==> src/rtl/scram_pkg.sv <==
// Shared constants and FSM state type for the
// 802.11 x^7+x^4+1 scrambler/descrambler blocks.
package scram_pkg;

  localparam int LFSR_W       = 7;
  localparam int TAP_HI       = 6;
  localparam int TAP_LO       = 3;
  localparam int SEED_BITS    = 7;
  localparam int SERVICE_BITS = 16;
  localparam int TAIL_BITS    = 6;

  typedef enum logic [2:0] {
    S_IDLE,
    S_SEED,
    S_SERVICE,
    S_PSDU,
    S_TAIL,
    S_PAD,
    S_DONE
  } state_e;

endpackage

==> src/rtl/descramble_ctrl_if.sv <==
// Serial bit stream with valid/ready handshake.
// master drives valid/data/last, slave drives ready.
interface descramble_ctrl_if;

  logic valid;
  logic data;
  logic last;
  logic ready;

  modport master (
    output valid,
    output data,
    output last,
    input  ready
  );

  modport slave (
    input  valid,
    input  data,
    input  last,
    output ready
  );

endinterface

==> src/rtl/scram_lfsr.sv <==
// x^7+x^4+1 LFSR core: serial seed load or step.
// Ports: load_en, step_en, in_bit -> d, state.
module scram_lfsr
  import scram_pkg::*;
(
  input  logic              clk,
  input  logic              rst_n,
  input  logic              load_en,
  input  logic              step_en,
  input  logic              in_bit,
  output logic              d,
  output logic [LFSR_W-1:0] state
);

  logic [LFSR_W-1:0] s_q;
  logic [LFSR_W-1:0] s_d;
  logic              f;

  assign f     = s_q[TAP_HI] ^ s_q[TAP_LO];
  assign d     = in_bit ^ f;
  assign state = s_q;

  always_comb begin
    s_d = s_q;
    if (load_en) begin
      s_d = {s_q[LFSR_W-2:0], in_bit};
    end else if (step_en) begin
      s_d = {s_q[LFSR_W-2:0], f};
    end
  end

  always_ff @(posedge clk or negedge rst_n) begin
    if (!rst_n) begin
      s_q <= '0;
    end else begin
      s_q <= s_d;
    end
  end

endmodule

==> src/rtl/descramble_ctrl.sv <==
// RX DATA-field descrambler sequencer: seed, SERVICE check,
// PSDU out (in_s -> out_m), tail/pad drop; status ports.
module descramble_ctrl
  import scram_pkg::*;
#(
  parameter int LEN_W = 12
) (
  input  logic              clk,
  input  logic              reset,
  input  logic              start,
  input  logic [LEN_W-1:0]  length,
  descramble_ctrl_if.slave  in_s,
  descramble_ctrl_if.master out_m,
  output logic              busy,
  output logic              done,
  output logic              service_err,
  output logic              seed_err,
  output logic              trunc_err
);

  localparam int CNT_W = LEN_W + 3;
  localparam logic [CNT_W-1:0] SEED_END =
    CNT_W'(SEED_BITS - 1);
  localparam logic [CNT_W-1:0] CHK_END =
    CNT_W'(SERVICE_BITS - SEED_BITS - 1);
  localparam logic [CNT_W-1:0] TAIL_END =
    CNT_W'(TAIL_BITS - 1);

  state_e            state_q, state_d;
  logic [CNT_W-1:0]  cnt_q, cnt_d;
  logic [LEN_W-1:0]  len_q, len_d;
  logic              ov_q, ov_d;
  logic              ob_q, ob_d;
  logic              ol_q, ol_d;
  logic              serr_q, serr_d;
  logic              sderr_q, sderr_d;
  logic              terr_q, terr_d;
  logic              chk_q, chk_d;

  logic              ld;
  logic              st;
  logic              d;
  logic              rdy;
  logic              xfer;
  logic              last;
  logic              psdu_end;
  logic [LFSR_W-1:0] s;

  scram_lfsr u_lfsr (
    .clk     (clk),
    .rst_n   (reset),
    .load_en (ld),
    .step_en (st),
    .in_bit  (in_s.data),
    .d       (d),
    .state   (s)
  );

  // PSDU accepts only when the output slot frees up
  assign rdy =
    (state_q inside {S_SEED, S_SERVICE, S_TAIL, S_PAD}) ||
    (state_q == S_PSDU && (!ov_q || out_m.ready));

  assign xfer     = in_s.valid & rdy;
  assign last     = in_s.last;
  assign psdu_end =
    (cnt_q == ({len_q, 3'b000} - CNT_W'(1)));

  always_comb begin
    state_d = state_q;
    cnt_d   = cnt_q;
    len_d   = len_q;
    ov_d    = ov_q;
    ob_d    = ob_q;
    ol_d    = ol_q;
    serr_d  = serr_q;
    sderr_d = sderr_q;
    terr_d  = terr_q;
    chk_d   = 1'b0;
    ld      = 1'b0;
    st      = 1'b0;
    done    = 1'b0;

    if (ov_q && out_m.ready) begin
      ov_d = 1'b0;
    end

    // seed is complete one cycle after the 7th load
    if (chk_q && s == '0) begin
      sderr_d = 1'b1;
    end

    unique case (state_q)
      S_IDLE: begin
        if (start) begin
          state_d = S_SEED;
          cnt_d   = '0;
          len_d   = length;
          serr_d  = 1'b0;
          sderr_d = 1'b0;
          terr_d  = 1'b0;
        end
      end
      S_SEED: begin
        if (xfer) begin
          ld    = 1'b1;
          cnt_d = cnt_q + CNT_W'(1);
          if (cnt_q == SEED_END) begin
            chk_d   = 1'b1;
            cnt_d   = '0;
            state_d = S_SERVICE;
          end
          if (last) begin
            terr_d  = 1'b1;
            cnt_d   = '0;
            state_d = S_DONE;
          end
        end
      end
      S_SERVICE: begin
        if (xfer) begin
          st    = 1'b1;
          cnt_d = cnt_q + CNT_W'(1);
          if (d) begin
            serr_d = 1'b1;
          end
          if (cnt_q == CHK_END) begin
            cnt_d   = '0;
            state_d = (len_q == '0) ? S_TAIL : S_PSDU;
          end
          if (last) begin
            terr_d  = 1'b1;
            cnt_d   = '0;
            state_d = S_DONE;
          end
        end
      end
      S_PSDU: begin
        if (xfer) begin
          st    = 1'b1;
          cnt_d = cnt_q + CNT_W'(1);
          ov_d  = 1'b1;
          ob_d  = d;
          ol_d  = psdu_end | last;
          if (psdu_end) begin
            cnt_d   = '0;
            state_d = S_TAIL;
          end
          if (last) begin
            terr_d  = 1'b1;
            cnt_d   = '0;
            state_d = S_DONE;
          end
        end
      end
      S_TAIL: begin
        if (xfer) begin
          st    = 1'b1;
          cnt_d = cnt_q + CNT_W'(1);
          if (cnt_q == TAIL_END) begin
            cnt_d   = '0;
            state_d = last ? S_DONE : S_PAD;
          end else if (last) begin
            terr_d  = 1'b1;
            cnt_d   = '0;
            state_d = S_DONE;
          end
        end
      end
      S_PAD: begin
        if (xfer) begin
          st = 1'b1;
          if (last) begin
            state_d = S_DONE;
          end
        end
      end
      S_DONE: begin
        if (!ov_q && !chk_q) begin
          done    = 1'b1;
          cnt_d   = '0;
          state_d = S_IDLE;
        end
      end
      default: begin
        state_d = S_IDLE;
      end
    endcase
  end

  always_ff @(posedge clk or negedge reset) begin
    if (!reset) begin
      state_q <= S_IDLE;
      cnt_q   <= '0;
      len_q   <= '0;
      ov_q    <= 1'b0;
      ob_q    <= 1'b0;
      ol_q    <= 1'b0;
      serr_q  <= 1'b0;
      sderr_q <= 1'b0;
      terr_q  <= 1'b0;
      chk_q   <= 1'b0;
    end else begin
      state_q <= state_d;
      cnt_q   <= cnt_d;
      len_q   <= len_d;
      ov_q    <= ov_d;
      ob_q    <= ob_d;
      ol_q    <= ol_d;
      serr_q  <= serr_d;
      sderr_q <= sderr_d;
      terr_q  <= terr_d;
      chk_q   <= chk_d;
    end
  end

  assign in_s.ready  = rdy;
  assign out_m.valid = ov_q;
  assign out_m.data  = ob_q;
  assign out_m.last  = ol_q;
  assign busy        = (state_q != S_IDLE);
  assign service_err = serr_q;
  assign seed_err    = sderr_q;
  assign trunc_err   = terr_q;

endmodule

==> src/flat_wrapper.sv <==
// flat-port wrapper written by rule: the top's interface ports become plain ports
module descramble_ctrl_flat import scram_pkg::*;
#(
  parameter int LEN_W = 12
)
  (clk, reset, start, length, busy, done, service_err, seed_err, trunc_err, in_s_valid, in_s_data, in_s_last, in_s_ready, out_m_valid, out_m_data, out_m_last, out_m_ready);
  descramble_ctrl_if in_s_i ();
  descramble_ctrl_if out_m_i ();
  input  logic clk;
  input  logic reset;
  input  logic start;
  input  logic [LEN_W-1:0] length;
  output logic busy;
  output logic done;
  output logic service_err;
  output logic seed_err;
  output logic trunc_err;
  input wire logic [$bits(in_s_i.valid)-1:0] in_s_valid;
  input wire logic [$bits(in_s_i.data)-1:0] in_s_data;
  input wire logic [$bits(in_s_i.last)-1:0] in_s_last;
  output wire logic [$bits(in_s_i.ready)-1:0] in_s_ready;
  output wire logic [$bits(out_m_i.valid)-1:0] out_m_valid;
  output wire logic [$bits(out_m_i.data)-1:0] out_m_data;
  output wire logic [$bits(out_m_i.last)-1:0] out_m_last;
  input wire logic [$bits(out_m_i.ready)-1:0] out_m_ready;
  assign in_s_i.valid = in_s_valid;
  assign in_s_i.data = in_s_data;
  assign in_s_i.last = in_s_last;
  assign in_s_ready = in_s_i.ready;
  assign out_m_valid = out_m_i.valid;
  assign out_m_data = out_m_i.data;
  assign out_m_last = out_m_i.last;
  assign out_m_i.ready = out_m_ready;
  descramble_ctrl #(.LEN_W(LEN_W)) u_core (.clk(clk), .reset(reset), .start(start), .length(length), .in_s(in_s_i), .out_m(out_m_i), .busy(busy), .done(done), .service_err(service_err), .seed_err(seed_err), .trunc_err(trunc_err));
endmodule
==> config.mk <==
export PLATFORM = sky130hd
export DESIGN_NAME = descramble_ctrl_flat
export DESIGN_NICKNAME = d
export VERILOG_FILES = /design/src/rtl/scram_pkg.sv /design/src/rtl/descramble_ctrl_if.sv /design/src/rtl/scram_lfsr.sv /design/src/rtl/descramble_ctrl.sv /design/src/flat_wrapper.sv
export SDC_FILE = /design/constraint.sdc
export NUM_CORES = 1
export LEC_CHECK = 0
export CORE_ASPECT_RATIO = 0.9
export CORE_MARGIN = 3
export CORE_UTILIZATION = 45
export CTS_CLUSTER_DIAMETER = 200
export DETAILED_ROUTE_END_ITERATION = 6
export PLACE_DENSITY = 0.65
export SLEW_MARGIN = 20
export SYNTH_ARGS = -nofsm -noshare
export SYNTH_HDL_FRONTEND = slang
export SYNTH_HIERARCHICAL = 1
export SYNTH_SLANG_ARGS = --single-unit
==> constraint.sdc <==
create_clock -name clk -period 3.6 [get_ports clk]
set_input_delay 0.36 -clock clk [delete_from_list [all_inputs] [get_ports clk]]
set_output_delay 0.36 -clock clk [all_outputs]
set_load 0.02 [all_outputs]
==> out/metrics.cfg <==
[power_and_ir_drop]
swShare_pct=43.1
combPwrFrac_pct=50.0
vdd_ir_drop_max_v=0.000229
internal_power_mw=1.38
seqPwrFrac_pct=36.5
p_leak_nw=1.31
cellPowerDensity_mw_per_mm2=730
p_clk_share_pct=13.5
report.power.total_mw=2.42
power.switching_mw=1.04

[setup_path]
cp.arrival_ps=3230
start_kind=register
critical_path_class=register to register
critPathSlowestCell=or4b_1
required_ps=3760
crit_chain=or4_4 -> or3_4 -> o31ai_4 -> nand2_1 -> or4b_1 -> buf_4 -> nand3_1 -> o22ai_1
endpoint_kind=register
critPathMaxFanout=24
slowest_delay_ps=620

[sta]
fin_setup_tns_ps=0
timing.final.crit_period_ps=3080
setup_viol=0
finalMaxSlewViolations=0
rsz0062_at_grt=false
fmax_ghz=0.325
hold_violations=0
slew_headroom_pct=45.2
holdWs_ps=50.8
period_share_pct=85.5
finClkSkew_ps=7.76
worst_pin_slew_ps=819

[die]
initial_utilization_pct=47.1
core_area_sq_mm=0.00622
rows=27
fp.dieH_um=82.6
io_pins=28
die-area_sq_mm=0.00752
fp.dieW_um=91.1

[clocking]
root_buffer=clkbuf_8
htree_levels=2
cts_tree=built
numCtsBuffers=5
clock_latency_ps=300
hold_buffers=0
max-clock-path-buffers=2
clock-sinks=44
cts_resized=0
cts.reportedPaths.clkPinSlew_ps=90
cts_setup_buffers=0

[finish]
final_cell_mix=dfrtp_1 (44), clkdlybuf4s50_1 (26), nand2_1 (23)
layout.area.seq_sq_mm=0.00110
drive_gt1_share_pct=11.4
fill_cells=588
layout_commonest_cell=dfrtp_1
fin_cells=428
diodes=0
multi_input_area_sq_mm=0.00162
syn2layout_area_growth_pct=13.1
nets=364

[placed_design]
port_buffers=27
placed_cells=420
routabilityCongestion=0.841
hpwl_mm=4.74

[synthesis]
ys_types=54
avgSynthCellArea_sq_um=9.02
yosys.area.top_type=dfrtp_1
netlist_area_sq_mm=0.00293
ys_seq_elements=44
synth_area_leaders=dfrtp_1 (38%), mux2_2 (6.1%), xnor2_1 (3.6%)
syn_inst=325
synth-async-reset-ratio_pct=100
yosys_most_used_dff=dfrtp_1
synth-edff-count=0
syn_nets=349
ys_warn_count=6
synth_top_area_share_pct=37.6
seq_area_frac_synth_pct=37.6

[route]
routed_wl_mm=6.59
vias_per_cell=5.69
drc=0
detail_route.wl_per_cell_um=15.4
dr_total_vias=2434
ant_nets=0
drtIter0Drc=118
dr.pass1.iters=4

[hold_path]
worstHoldPathType=input pin to async pin

[global_routing]
grt_pass1_wl_mm=11.0
grt_usage_pct=18.3
grt_max_degree=45
grt_antenna_before_repair=0
grt-ovfl-total=0
grt_pass1_vias=2191

[job]
maxCapViolCount=0

[outcome]
status=finished, final reports clean

==> kinds of logic after synthesis <==
| logic type | synth area share [%] |
|---|---|
| compound gates | 15.2 |
| xor+xnor | 4.78 |
| fa+ha+maj | 2.13 |
| buf+inv | 7.77 |
| flops | 37.6 |
| mux | 7.51 |
| simple gates | 25.0 |
==> power groups by stage <==
stage	clock network (mW)	logic, mW	registers (mW)
after floorplan	0	0.958	0.807
after CTS	0.339	1.20	0.876
after global routing	0.363	1.33	0.918
after detailed placement	0	1.19	0.885
final	0.327	1.21	0.883
after global placement	0	1.18	0.884
==> synth_stat cells, types with 2 or more instances <==
master	count
dfrtp_1	44
nand2_1	23
inv_1	20
nand3_1	18
mux2_2	16
a31oi_1	15
nor2_1	15
clkbuf_1	12
nor3_1	12
xnor2_1	12
o21ai_0	9
nand4_1	8
a21oi_1	7
a41oi_1	7
and3_1	7
nor4_1	7
buf_4	6
nand2b_1	6
or3_1	6
ha_1	5
nor2b_1	5
buf_6	4
mux2i_1	4
nor3b_1	4
o211ai_1	4
o22ai_1	4
or4_1	4
xor2_1	4
nand4b_1	3
o21ai_1	3
o31ai_1	3
a32o_1	2
buf_2	2
nor4b_1	2
o21a_1	2
o311ai_1	2
==> worst paths after layout <==
path / from / end / depth (start not counted) / slack (ps)
min in group clk: u_core/seed_err$_DFF_PN0_ / u_core/seed_err$_DFF_PN0_ / 2 / 510
max in group asynchronous: reset / u_core/cnt_q[4]$_DFFE_PN0P_ / 1 / 3160
worst min register to register: u_core/seed_err$_DFF_PN0_ / u_core/seed_err$_DFF_PN0_ / 2 / 510
worst max register to register: u_core/cnt_q[5]$_DFFE_PN0P_ / u_core/cnt_q[1]$_DFFE_PN0P_ / 8 / 520
worst min-delay path: reset / u_core/len_q[9]$_DFFE_PN0P_ / 1 / 50
worst max-delay path: u_core/cnt_q[5]$_DFFE_PN0P_ / u_core/cnt_q[1]$_DFFE_PN0P_ / 8 / 520
==> flip-flops by register name, summed over array words and instances, names as in the netlist <==
| name | flops |
|---|---|
| u_core/chk_q | 1 |
| u_core/cnt_q | 15 |
| u_core/len_q | 12 |
| u_core/out_m.data | 1 |
| u_core/out_m.last | 1 |
| u_core/out_m.valid | 1 |
| u_core/seed_err | 1 |
| u_core/service_err | 1 |
| u_core/state_q | 3 |
| u_core/trunc_err | 1 |
| u_core/u_lfsr/state | 7 |
==> metal layers <==
metal / part of all wire (%) / up-vias / GRT usage (%) / wire [um]
li1: - / 1220 / - / -
met3: 5.1 / 7 / 3.89 / 337
met4: 1.2 / 0 / 5.57 / 78
met1: 51 / 1149 / 26.8 / 3340
met5: 0 / - / 0 / 0
met2: 43 / 58 / 27.0 / 2830
==> worst max-delay path, delay by kind of cell (launching register included) <==
| family | cells | cell delay (ps) |
|---|---|---|
| DFF | 1 | 470 |
| AOI/OAI and AO/OA | 2 | 330 |
| buffers and inverters | 1 | 260 |
| and+or+nand+nor | 5 | 1860 |
==> stage by stage <==
| step | utilization [%] | setup WS [ps] | instance area [sq um] |
|---|---|---|---|
| 3_5_place_dp | 51.6 | 545 | 3210 |
| 3_3_place_gp | 51.6 | 600 | 3210 |
| 2_1_floorplan | - | 762 | 2930 |
| 5_1_grt | 53.3 | 368 | 3310 |
| 4_1_cts | 53.1 | 517 | 3300 |
| 6_report | 53.3 | 523 | 3310 |
==> area by class of cell <==
type / count / area share (%)
multi-input cells: 235 / 48.9
inverters: 21 / 2.38
flip-flops and latches: 44 / 33.2
clock inverters: 2 / 0.302
clock buffers: 6 / 2.49
repair buffers: 33 / 9.44
well taps: 87 / 3.28
Note: power is estimated with default switching activity, not from simulation.
